## src/rtl/yuv2rgb_pipe.sv

```systemverilog
// yuv2rgb_pipe
//   Three-stage YUV 4:4:4 -> RGB converter with valid/ready flow control.
//   S1: offset-removed operands + mode, S2: five products, S3: sums, clip,
//   clip flags (S3 drives the outputs). The whole pipe advances together
//   whenever the output register is empty or being drained.
// Ports
//   CLOCK_50_I            clock
//   reset                 asynchronous active-high reset
//   in_valid / in_ready   input handshake (in_ready = ~out_valid | out_ready)
//   full_range            0 = studio (BT.601) set, 1 = full-range set, per pixel
//   Y_in, U_in, V_in      unsigned input components
//   out_valid / out_ready output handshake
//   R_out, G_out, B_out   clipped unsigned output components
//   clear_stats           synchronous clear of clip_count (wins over increment)
//   clip_count            saturating count of clipped components delivered
module yuv2rgb_pipe #(
    parameter int IN_W    = 8,
    parameter int COEFF_W = 18,
    parameter int FRAC    = 16,
    parameter int ROUND   = 0
) (
    input  logic            CLOCK_50_I,
    input  logic            reset,
    input  logic            in_valid,
    output logic            in_ready,
    input  logic            full_range,
    input  logic [IN_W-1:0] Y_in,
    input  logic [IN_W-1:0] U_in,
    input  logic [IN_W-1:0] V_in,
    output logic            out_valid,
    input  logic            out_ready,
    output logic [IN_W-1:0] R_out,
    output logic [IN_W-1:0] G_out,
    output logic [IN_W-1:0] B_out,
    input  logic            clear_stats,
    output logic [15:0]     clip_count
);

    localparam int STAGES = 3;
    localparam int NUM_CH = 3;
    localparam int OP_W   = IN_W + 1;
    localparam int PROD_W = OP_W + COEFF_W + 1;
    localparam int ACC_W  = IN_W + COEFF_W + 4;

    // Q16 constants rescaled to the configured fractional width, truncated.
    function automatic logic [COEFF_W-1:0] qscale(input longint q16);
        longint s;
        if (FRAC >= 16) s = q16 <<< (FRAC - 16);
        else            s = q16 >>> (16 - FRAC);
        return s[COEFF_W-1:0];
    endfunction

    localparam logic [COEFF_W-1:0] ST_CY  = qscale(64'd76284);
    localparam logic [COEFF_W-1:0] ST_CRV = qscale(64'd104595);
    localparam logic [COEFF_W-1:0] ST_CGU = qscale(64'd25624);
    localparam logic [COEFF_W-1:0] ST_CGV = qscale(64'd53281);
    localparam logic [COEFF_W-1:0] ST_CBU = qscale(64'd132251);
    localparam logic [COEFF_W-1:0] FR_CY  = qscale(64'd65536);
    localparam logic [COEFF_W-1:0] FR_CRV = qscale(64'd91881);
    localparam logic [COEFF_W-1:0] FR_CGU = qscale(64'd22554);
    localparam logic [COEFF_W-1:0] FR_CGV = qscale(64'd46802);
    localparam logic [COEFF_W-1:0] FR_CBU = qscale(64'd116130);

    localparam logic [IN_W-1:0]         Y_OFF = IN_W'(16 << (IN_W - 8));
    localparam logic [IN_W-1:0]         C_OFF = IN_W'(1 << (IN_W - 1));
    localparam logic signed [ACC_W-1:0] RND   = (ROUND != 0) ? (ACC_W'(1) << (FRAC - 1)) : '0;

    typedef struct packed {
        logic signed [OP_W-1:0] y;
        logic signed [OP_W-1:0] u;
        logic signed [OP_W-1:0] v;
        logic                   fr;
    } op_t;

    typedef struct packed {
        logic signed [PROD_W-1:0] y;
        logic signed [PROD_W-1:0] rv;
        logic signed [PROD_W-1:0] gu;
        logic signed [PROD_W-1:0] gv;
        logic signed [PROD_W-1:0] bu;
    } prod_t;

    // Coefficients are unsigned; a zero sign bit keeps the product signed.
    function automatic logic signed [PROD_W-1:0] mul(input logic [COEFF_W-1:0] c,
                                                     input logic signed [OP_W-1:0] x);
        return PROD_W'($signed({1'b0, c})) * PROD_W'(x);
    endfunction

    logic [STAGES:1] vld_pipe;
    logic            adv;

    assign adv       = ~vld_pipe[STAGES] | out_ready;
    assign in_ready  = adv;
    assign out_valid = vld_pipe[STAGES];

    // S1: offset removal
    op_t op_d, op_q;
    always_comb begin
        op_d.fr = full_range;
        op_d.y  = $signed({1'b0, Y_in}) - $signed({1'b0, full_range ? {IN_W{1'b0}} : Y_OFF});
        op_d.u  = $signed({1'b0, U_in}) - $signed({1'b0, C_OFF});
        op_d.v  = $signed({1'b0, V_in}) - $signed({1'b0, C_OFF});
    end

    // S2: products, coefficient set chosen by the mode travelling with the pixel
    prod_t pr_d, pr_q;
    always_comb begin
        pr_d.y  = mul(op_q.fr ? FR_CY  : ST_CY,  op_q.y);
        pr_d.rv = mul(op_q.fr ? FR_CRV : ST_CRV, op_q.v);
        pr_d.gu = mul(op_q.fr ? FR_CGU : ST_CGU, op_q.u);
        pr_d.gv = mul(op_q.fr ? FR_CGV : ST_CGV, op_q.v);
        pr_d.bu = mul(op_q.fr ? FR_CBU : ST_CBU, op_q.u);
    end

    // S3: sums (lane 0 = R, 1 = G, 2 = B), rounding, shift and clip
    logic [NUM_CH-1:0][ACC_W-1:0] acc;
    always_comb begin
        acc[0] = ACC_W'(pr_q.y) + ACC_W'(pr_q.rv) + RND;
        acc[1] = ACC_W'(pr_q.y) - ACC_W'(pr_q.gu) - ACC_W'(pr_q.gv) + RND;
        acc[2] = ACC_W'(pr_q.y) + ACC_W'(pr_q.bu) + RND;
    end

    logic [NUM_CH-1:0][IN_W-1:0] rgb_d, rgb_q;
    logic [NUM_CH-1:0]           flg_d, flg_q;

    for (genvar c = 0; c < NUM_CH; c++) begin : g_clip
        logic signed [ACC_W-1:0] sh;
        logic                    neg, ovf;
        assign sh       = $signed(acc[c]) >>> FRAC;
        assign neg      = sh[ACC_W-1];
        // Positive and any bit above the output width set -> too large.
        assign ovf      = ~neg & (|sh[ACC_W-2:IN_W]);
        assign flg_d[c] = neg | ovf;
        assign rgb_d[c] = neg ? '0 : (ovf ? '1 : sh[IN_W-1:0]);
    end

    always_ff @(posedge CLOCK_50_I or posedge reset) begin
        if (reset) begin
            vld_pipe <= '0;
            op_q     <= '0;
            pr_q     <= '0;
            rgb_q    <= '0;
            flg_q    <= '0;
        end else if (adv) begin
            vld_pipe <= {vld_pipe[STAGES-1:1], in_valid};
            op_q     <= op_d;
            pr_q     <= pr_d;
            rgb_q    <= rgb_d;
            flg_q    <= flg_d;
        end
    end

    assign R_out = rgb_q[0];
    assign G_out = rgb_q[1];
    assign B_out = rgb_q[2];

    // Clip statistics, counted only on delivered pixels
    logic [1:0]  n_clip;
    logic [16:0] cnt_sum;
    assign n_clip  = {1'b0, flg_q[0]} + {1'b0, flg_q[1]} + {1'b0, flg_q[2]};
    assign cnt_sum = {1'b0, clip_count} + {15'd0, n_clip};

    always_ff @(posedge CLOCK_50_I or posedge reset) begin
        if (reset)                      clip_count <= '0;
        else if (clear_stats)           clip_count <= '0;
        else if (out_valid & out_ready) clip_count <= cnt_sum[16] ? 16'hFFFF : cnt_sum[15:0];
    end

endmodule

```

## config.mk

```make
export PLATFORM = sky130hd
export DESIGN_NAME = yuv2rgb_pipe
export DESIGN_NICKNAME = d
export VERILOG_FILES = /design/src/rtl/yuv2rgb_pipe.sv
export SDC_FILE = /design/constraint.sdc
export NUM_CORES = 1
export LEC_CHECK = 0
export CAP_MARGIN = 10
export CORE_MARGIN = 2
export CORE_UTILIZATION = 30
export DETAILED_ROUTE_END_ITERATION = 10
export SLEW_MARGIN = 25
export SYNTH_ARGS = -nofsm -noshare
export SYNTH_HDL_FRONTEND = slang
export SYNTH_SLANG_ARGS = --single-unit
```

## constraint.sdc

```tcl
create_clock -name CLOCK_50_I -period 7.8 [get_ports CLOCK_50_I]
set_clock_uncertainty 0.1 [all_clocks]
set_input_delay 1.56 -clock CLOCK_50_I [delete_from_list [all_inputs] [get_ports CLOCK_50_I]]
set_output_delay 1.56 -clock CLOCK_50_I [all_outputs]
set_load 0.005 [all_outputs]
```

==> results of run 1 <==
-- critical path, delay by kind of cell (launching register included) --
kind,cells,cell delay [ns]
AO/OA/AOI/OAI,6,1.80
adder cells (fa/ha/maj),6,2.37
buffers and inverters,4,0.73
flip-flops,1,0.49
AND/OR/NAND/NOR,4,0.69
-- logic make-up (layout without fill, tap and decap cells) --
family                   after synthesis  count (layout)  synth area share
AO/OA/AOI/OAI                        510             510             0.132
XOR/XNOR                             111             111            0.0381
adder cells (fa/ha/maj)              758             758             0.446
buffers and inverters                502             547            0.0740
flip-flops                           198             198             0.194
multiplexers                           5               5           0.00206
other                                  2              23          0.000295
AND/OR/NAND/NOR                      619             619             0.113
-- cell usage after synthesis, types with 8 or more instances --
master and n:
inv_1 435, o21ai_0 98, o21a_1 18, nand2_1 233
and3_1 20, o21bai_1 21, nor2_1 154, or3_1 16
nand3_1 39, ha_1 507, nand2b_1 30, clkbuf_1 57
nand4_1 15, a2111oi_0 10, dfrtp_1 198, nor2b_1 18
a31oi_1 14, nor3_1 34, fa_1 251, a21o_1 59
and2_1 18, a211oi_1 18, xnor2_1 58, o211ai_1 12
a21oi_1 153, o221a_1 8, buf_1 9, o31ai_1 14
xor2_1 53
-- per-layer routing --
layer | up-vias | global-route usage
li1 | 9209 | -
met1 | 9041 | 0.222
met2 | 394 | 0.244
met3 | 79 | 0.0271
met4 | 2 | 0.0449
met5 | - | 0
-- path summary, 6_finish.rpt --
| check | slack, ns | to | cells past startpoint | start |
|---|---|---|---|---|
| setup / recovery | 1.47 | pr_q[52] | 20 | op_q[0] |
| hold / removal | 0.37 | vld_pipe[3] | 1 | vld_pipe[2] |
| setup reg to reg | 1.47 | pr_q[52] | 20 | op_q[0] |
| hold reg to reg | 0.37 | vld_pipe[3] | 1 | vld_pipe[2] |
| max in group asynchronous | 4.90 | pr_q[39] | 3 | reset |
| min in group asynchronous | 1.46 | clip_count[3] | 2 | reset |
-- per-stage QoR --
| stage | area, µm² | util |
|---|---|---|
| after floorplan | 25600 | - |
| after global placement | 27500 | 0.328 |
| after detailed placement | 27500 | 0.328 |
| after CTS | 28100 | 0.335 |
| after global routing | 28100 | 0.335 |
| final | 28100 | 0.335 |
-- registers in the layout, summed over array words and instances (netlist names) --
signal / flops
B_out: 8
G_out: 8
R_out: 8
clip_count: 16
flg_q: 3
op_q: 26
pr_q: 126
vld_pipe: 3
-- layout make-up --
cell class	count	area, µm²
Clock buffer	18	429
Inverter	435	1650
Clock inverter	14	140
Sequential cell	198	4950
Tap cell	1134	1420
Timing Repair Buffer	80	782
Multi-Input combinational cell	2026	18700
Fill cell	8673	55700
==> key figures, run 1 <==
Outcome
  – Outcome: completed

Global routing
  – Overflow after GRT: 0
  – Largest net degree at the start of global routing: 129
  – Vias in the first global route: 18,800
  – First-pass GRT wire length: 106 mm
  – GRT Util Overall: 0.157
  – Initial antenna violation count: 1

Place
  – GPL Wtd Cong: 0.945
  – Place WS: 1.48 ns
  – Port Buffers: 71
  – DP Cell Count: 3,873
  – DP HPWL: 54.2 mm

Min path
  – Min-delay worst type: register to register

Timing
  – Final WS setup: 1.47 ns
  – Final Hold Viols: 0
  – Fin Hold WS: 0.368 ns
  – RSZ-0062 raised after global routing: no
  – Final setup vio count: 0
  – Worst-Margin Slew: 0.939 ns
  – Final Max Slew Viols: 0
  – Final period utilization: 0.811
  – Slew HR: 0.368
  – Fmax: 158 MHz
  – Tmin final: 6.33 ns
  – Setup TNS: 0 ns

Worst setup path
  – Crit Path Max Fanout: 21
  – Critical Path RT: 8.08 ns
  – CP cell instances: buf_4, nand2b_1, inv_1, ha_1, nand2b_1, inv_1, fa_1, inv_1, fa_1, fa_1, ha_1, ha_1, a21o_1, a21oi_1, o21a_1, a311oi_1, o2111ai_1, a21boi_0, or3_1, nand3_1
  – CP max stage cell: a311oi_1
  – Worst Setup Start Kind: register
  – Data arrival, critical path: 6.61 ns
  – CP peak stage delay: 0.68 ns
  – Crit path kind: register to register
  – Setup crit end kind: register

Final layout
  – Diode count: 0
  – Area delta synth->final: 10.3%
  – Nets: 3,546
  – Most frequent cells in the layout: ha_1, inv_1, fa_1
  – Commonest non-fill, non-tap cell in the layout: ha_1
  – Layout Cells excl Fill: 3,905
  – Share of post-route cells with drive strength above 1: 0.0260

Die
  – Die Wd: 295 µm
  – DIE HEIGHT: 295 µm
  – Initial core utilization: 0.304
  – Rows: 106
  – Core area: 83,800 µm²
  – Die area: 87,300 µm²
  – I/O pin count: 72

Clock network
  – Number of buffers inserted to repair setup after CTS: 0
  – Clock buffer count from CTS: 17
  – Clock Tree Buf Depth: 2
  – Sink Count: 198
  – H-tree level count: 4
  – Hold Buf Count CTS: 0
  – Clock Pin Slew Worst Setup and Hold Paths: 0.08 ns
  – Cts repair resizes: 0
  – TritonCTS clock tree: yes
  – Clock root buffer: clkbuf_16
  – Skew-Pair Late Insertion Delay: 0.50 ns

Synth
  – Post-synthesis sequential area ratio: 0.194
  – Synth area leader: ha_1
  – Syn_area_per_cell: 9.42 µm²
  – Top FF cell, synth: dfrtp_1
  – Distinct cells, synth: 80
  – Ys async rst share: 1.00
  – Most area-consuming cells after synthesis: ha_1, fa_1, dfrtp_1, inv_1, nand2_1
  – Post-synth EDFFs: 0
  – #FFs+latches synth: 198
  – Synth warn: 0
  – Cells after synthesis: 2,705
  – Share of the synthesized area in the top cell type: 0.249
  – Synth Cell Area: 25,500 µm²

Detailed routing
  – Metal-1 WL: 32.5 mm
  – Met3 wire len: 3.05 mm
  – Initial drt markers: 1,223
  – # DRC: 0
  – Metal2 WL: 29.0 mm
  – TritonRoute pass-1 iters: 5
  – Vias: 18,700
  – Antenna-violating nets left: 0
  – Wirelength, routed: 66.3 mm
  – Top routing layer in use: met5
  – DR WL/cell: 17.0 µm
  – Via density per instance: 4.80

Run
  – Max-cap viol count: 0
Power of run 1 is not shown: default switching activity piles up to over one toggle a cycle in this logic, so the estimate is an artifact.
==> run 2: changes to the inputs <==
- clock period: 7.8 -> 5.56 ns (I/O delays scaled with it)
==> key figures, run 2 (synthesis results as in run 1) <==
Timing
  – Fmax: 180 MHz
  – Final setup vio count: 1
  – Fin Hold WS: 0.376 ns
  – RSZ-0062 raised after global routing: yes
  – Slew HR: 0.353
  – Final Max Slew Viols: 0
  – Final period utilization: 1.00
  – Tmin final: 5.57 ns
  – Final Hold Viols: 0
  – Final WS setup: -0.00678 ns
  – Worst-Margin Slew: 0.961 ns

Die
  – Initial core utilization: 0.304
  – DIE HEIGHT: 295 µm
  – Core area: 83,800 µm²
  – Die Wd: 295 µm
  – Rows: 106
  – I/O pin count: 72
  – Die area: 87,300 µm²

Detailed routing
  – Antenna-violating nets left: 0
  – Wirelength, routed: 67.2 mm
  – TritonRoute pass-1 iters: 5
  – DR WL/cell: 16.4 µm
  – Initial drt markers: 966
  – # DRC: 0
  – Vias: 19,400
  – Via density per instance: 4.73

Final layout
  – Commonest non-fill, non-tap cell in the layout: ha_1
  – Register area: 4950 µm²
  – Register with the most flip-flops: pr_q
  – Max reg flops: 126
  – Nets: 3,745
  – Design Area, Final: 30,500 µm²
  – Area delta synth->final: 19.8%
  – Share of post-route cells with drive strength above 1: 0.136
  – Most frequent cells in the layout: ha_1, inv_1, fa_1
  – Top flop regs: pr_q (126), op_q (26), clip_count (16)
  – Final Core Density: 0.364
  – Fillers: 8,626
  – Diode count: 0
  – Area of the multi-input gates: 19,500 µm²

Worst setup path
  – Critical R2R Launch: op_q[0]
  – Setup crit end kind: register
  – R2r endpoint: pr_q[137]
  – Buf/Inv on CP: 5
  – R2R setup slack: -0.007 ns
  – Crit Path Max Fanout: 8
  – Worst Setup Start Kind: register
  – CP peak stage delay: 0.54 ns
  – Most common cell type on the critical path: fa_1
  – Critical Path RT: 5.82 ns
  – CP delay by family, top: adder cells
  – Data arrival, critical path: 5.82 ns
  – R2R cell count: 22
  – Crit path kind: register to register
  – CP max stage cell: fa_1
  – CP cell instances: buf_12, buf_6, nor2b_4, inv_2, fa_1, inv_2, buf_6, ha_4, xnor2_2, ha_1, fa_1, fa_1, fa_2, a21o_1, a21oi_2, o21ai_1, a31o_2, a311oi_4, o41ai_4, a221oi_2, xnor2_1, o21ai_1

Clock network
  – Clock root buffer: clkbuf_16
  – Clock buffer count from CTS: 17
  – Clock Tree Buf Depth: 2
  – Skew-Pair Late Insertion Delay: 0.50 ns
  – H-tree level count: 4
  – Sink Count: 198
  – TritonCTS clock tree: yes
  – Clock Pin Slew Worst Setup and Hold Paths: 0.08 ns
  – Hold Buf Count CTS: 0

Global routing
  – Initial antenna violation count: 1
  – First-pass GRT wire length: 107 mm
  – Largest net degree at the start of global routing: 138
  – GRT Util Overall: 0.158
  – Overflow after GRT: 0
  – Vias in the first global route: 19,500

Outcome
  – Failing checks: negative setup slack
  – Outcome: complete, but fails checks

Place
  – Cell Area, Placed: 29,000 µm²
  – DP HPWL: 55.7 mm
  – Place WS: -0.145 ns
  – GPL Wtd Cong: 0.914
  – Port Buffers: 71

Min path
  – Hold Startpoint: vld_pipe[2]
  – Min-delay worst type: register to register
  – Worst Hold Path Cells: 2
  – Hold Path End: vld_pipe[2]

Run
  – Max-cap viol count: 0
-- run 2: layout make-up --
| cell class | instances | share of cell area |
|---|---|---|
| flip-flops and latches | 198 | 0.162 |
| multi-input cells | 2026 | 0.640 |
| inverters | 435 | 0.0540 |
| well taps | 1134 | 0.0465 |
| clock inverters | 15 | 0.00602 |
| repair buffers | 279 | 0.0774 |
| clock buffers | 17 | 0.0139 |
-- run 2: worst max-delay path by stage --
stage | startpoint | end | depth (start not counted) | slack [ns]
after floorplan | op_q[0] | pr_q[137] | 23 | -0.03
after global placement | op_q[0] | pr_q[137] | 23 | -0.1
after detailed placement | op_q[0] | pr_q[24] | 20 | -0.14
after CTS | op_q[0] | pr_q[135] | 21 | -0.06
after global routing | op_q[0] | pr_q[137] | 22 | -0.22
final | op_q[0] | pr_q[137] | 22 | -0.007
-- run 2: metrics by stage --
step	setup TNS [ns]	instances
2_1_floorplan	-0.0512	2726
3_3_place_gp	-0.452	4048
3_5_place_dp	-1.30	4048
4_1_cts	-0.0896	4090
5_1_grt	-1.69	4104
6_report	-0.00678	4104
-- run 2: routing by layer --
layer	share of wire	GRT usage	wire, µm
met3	0.029	0.0176	1960
met2	0.46	0.260	31100
met1	0.49	0.223	33200
met4	0.014	0.0328	953
met5	0	0	0
-- run 2: timing repair --
action | in CTS | in global routing
hold endpoints to repair | 0 | 0
resized for setup | 34 | 124
cloned | 0 | 0
buffers inserted | 10 | 15
pin swaps | 9 | 68
setup endpoints to repair | 21 | 45
-- run 2: worst reg2reg max path, delay by kind of cell, from the launching register on --
| family | cells | cell delay [ns] |
|---|---|---|
| buf+inv | 5 | 0.52 |
| xor+xnor | 2 | 0.28 |
| simple gates | 1 | 0.11 |
| flops | 1 | 0.40 |
| fa+ha+maj | 6 | 2.48 |
| compound gates | 8 | 1.58 |
Power of run 2 is left out for the same reason.
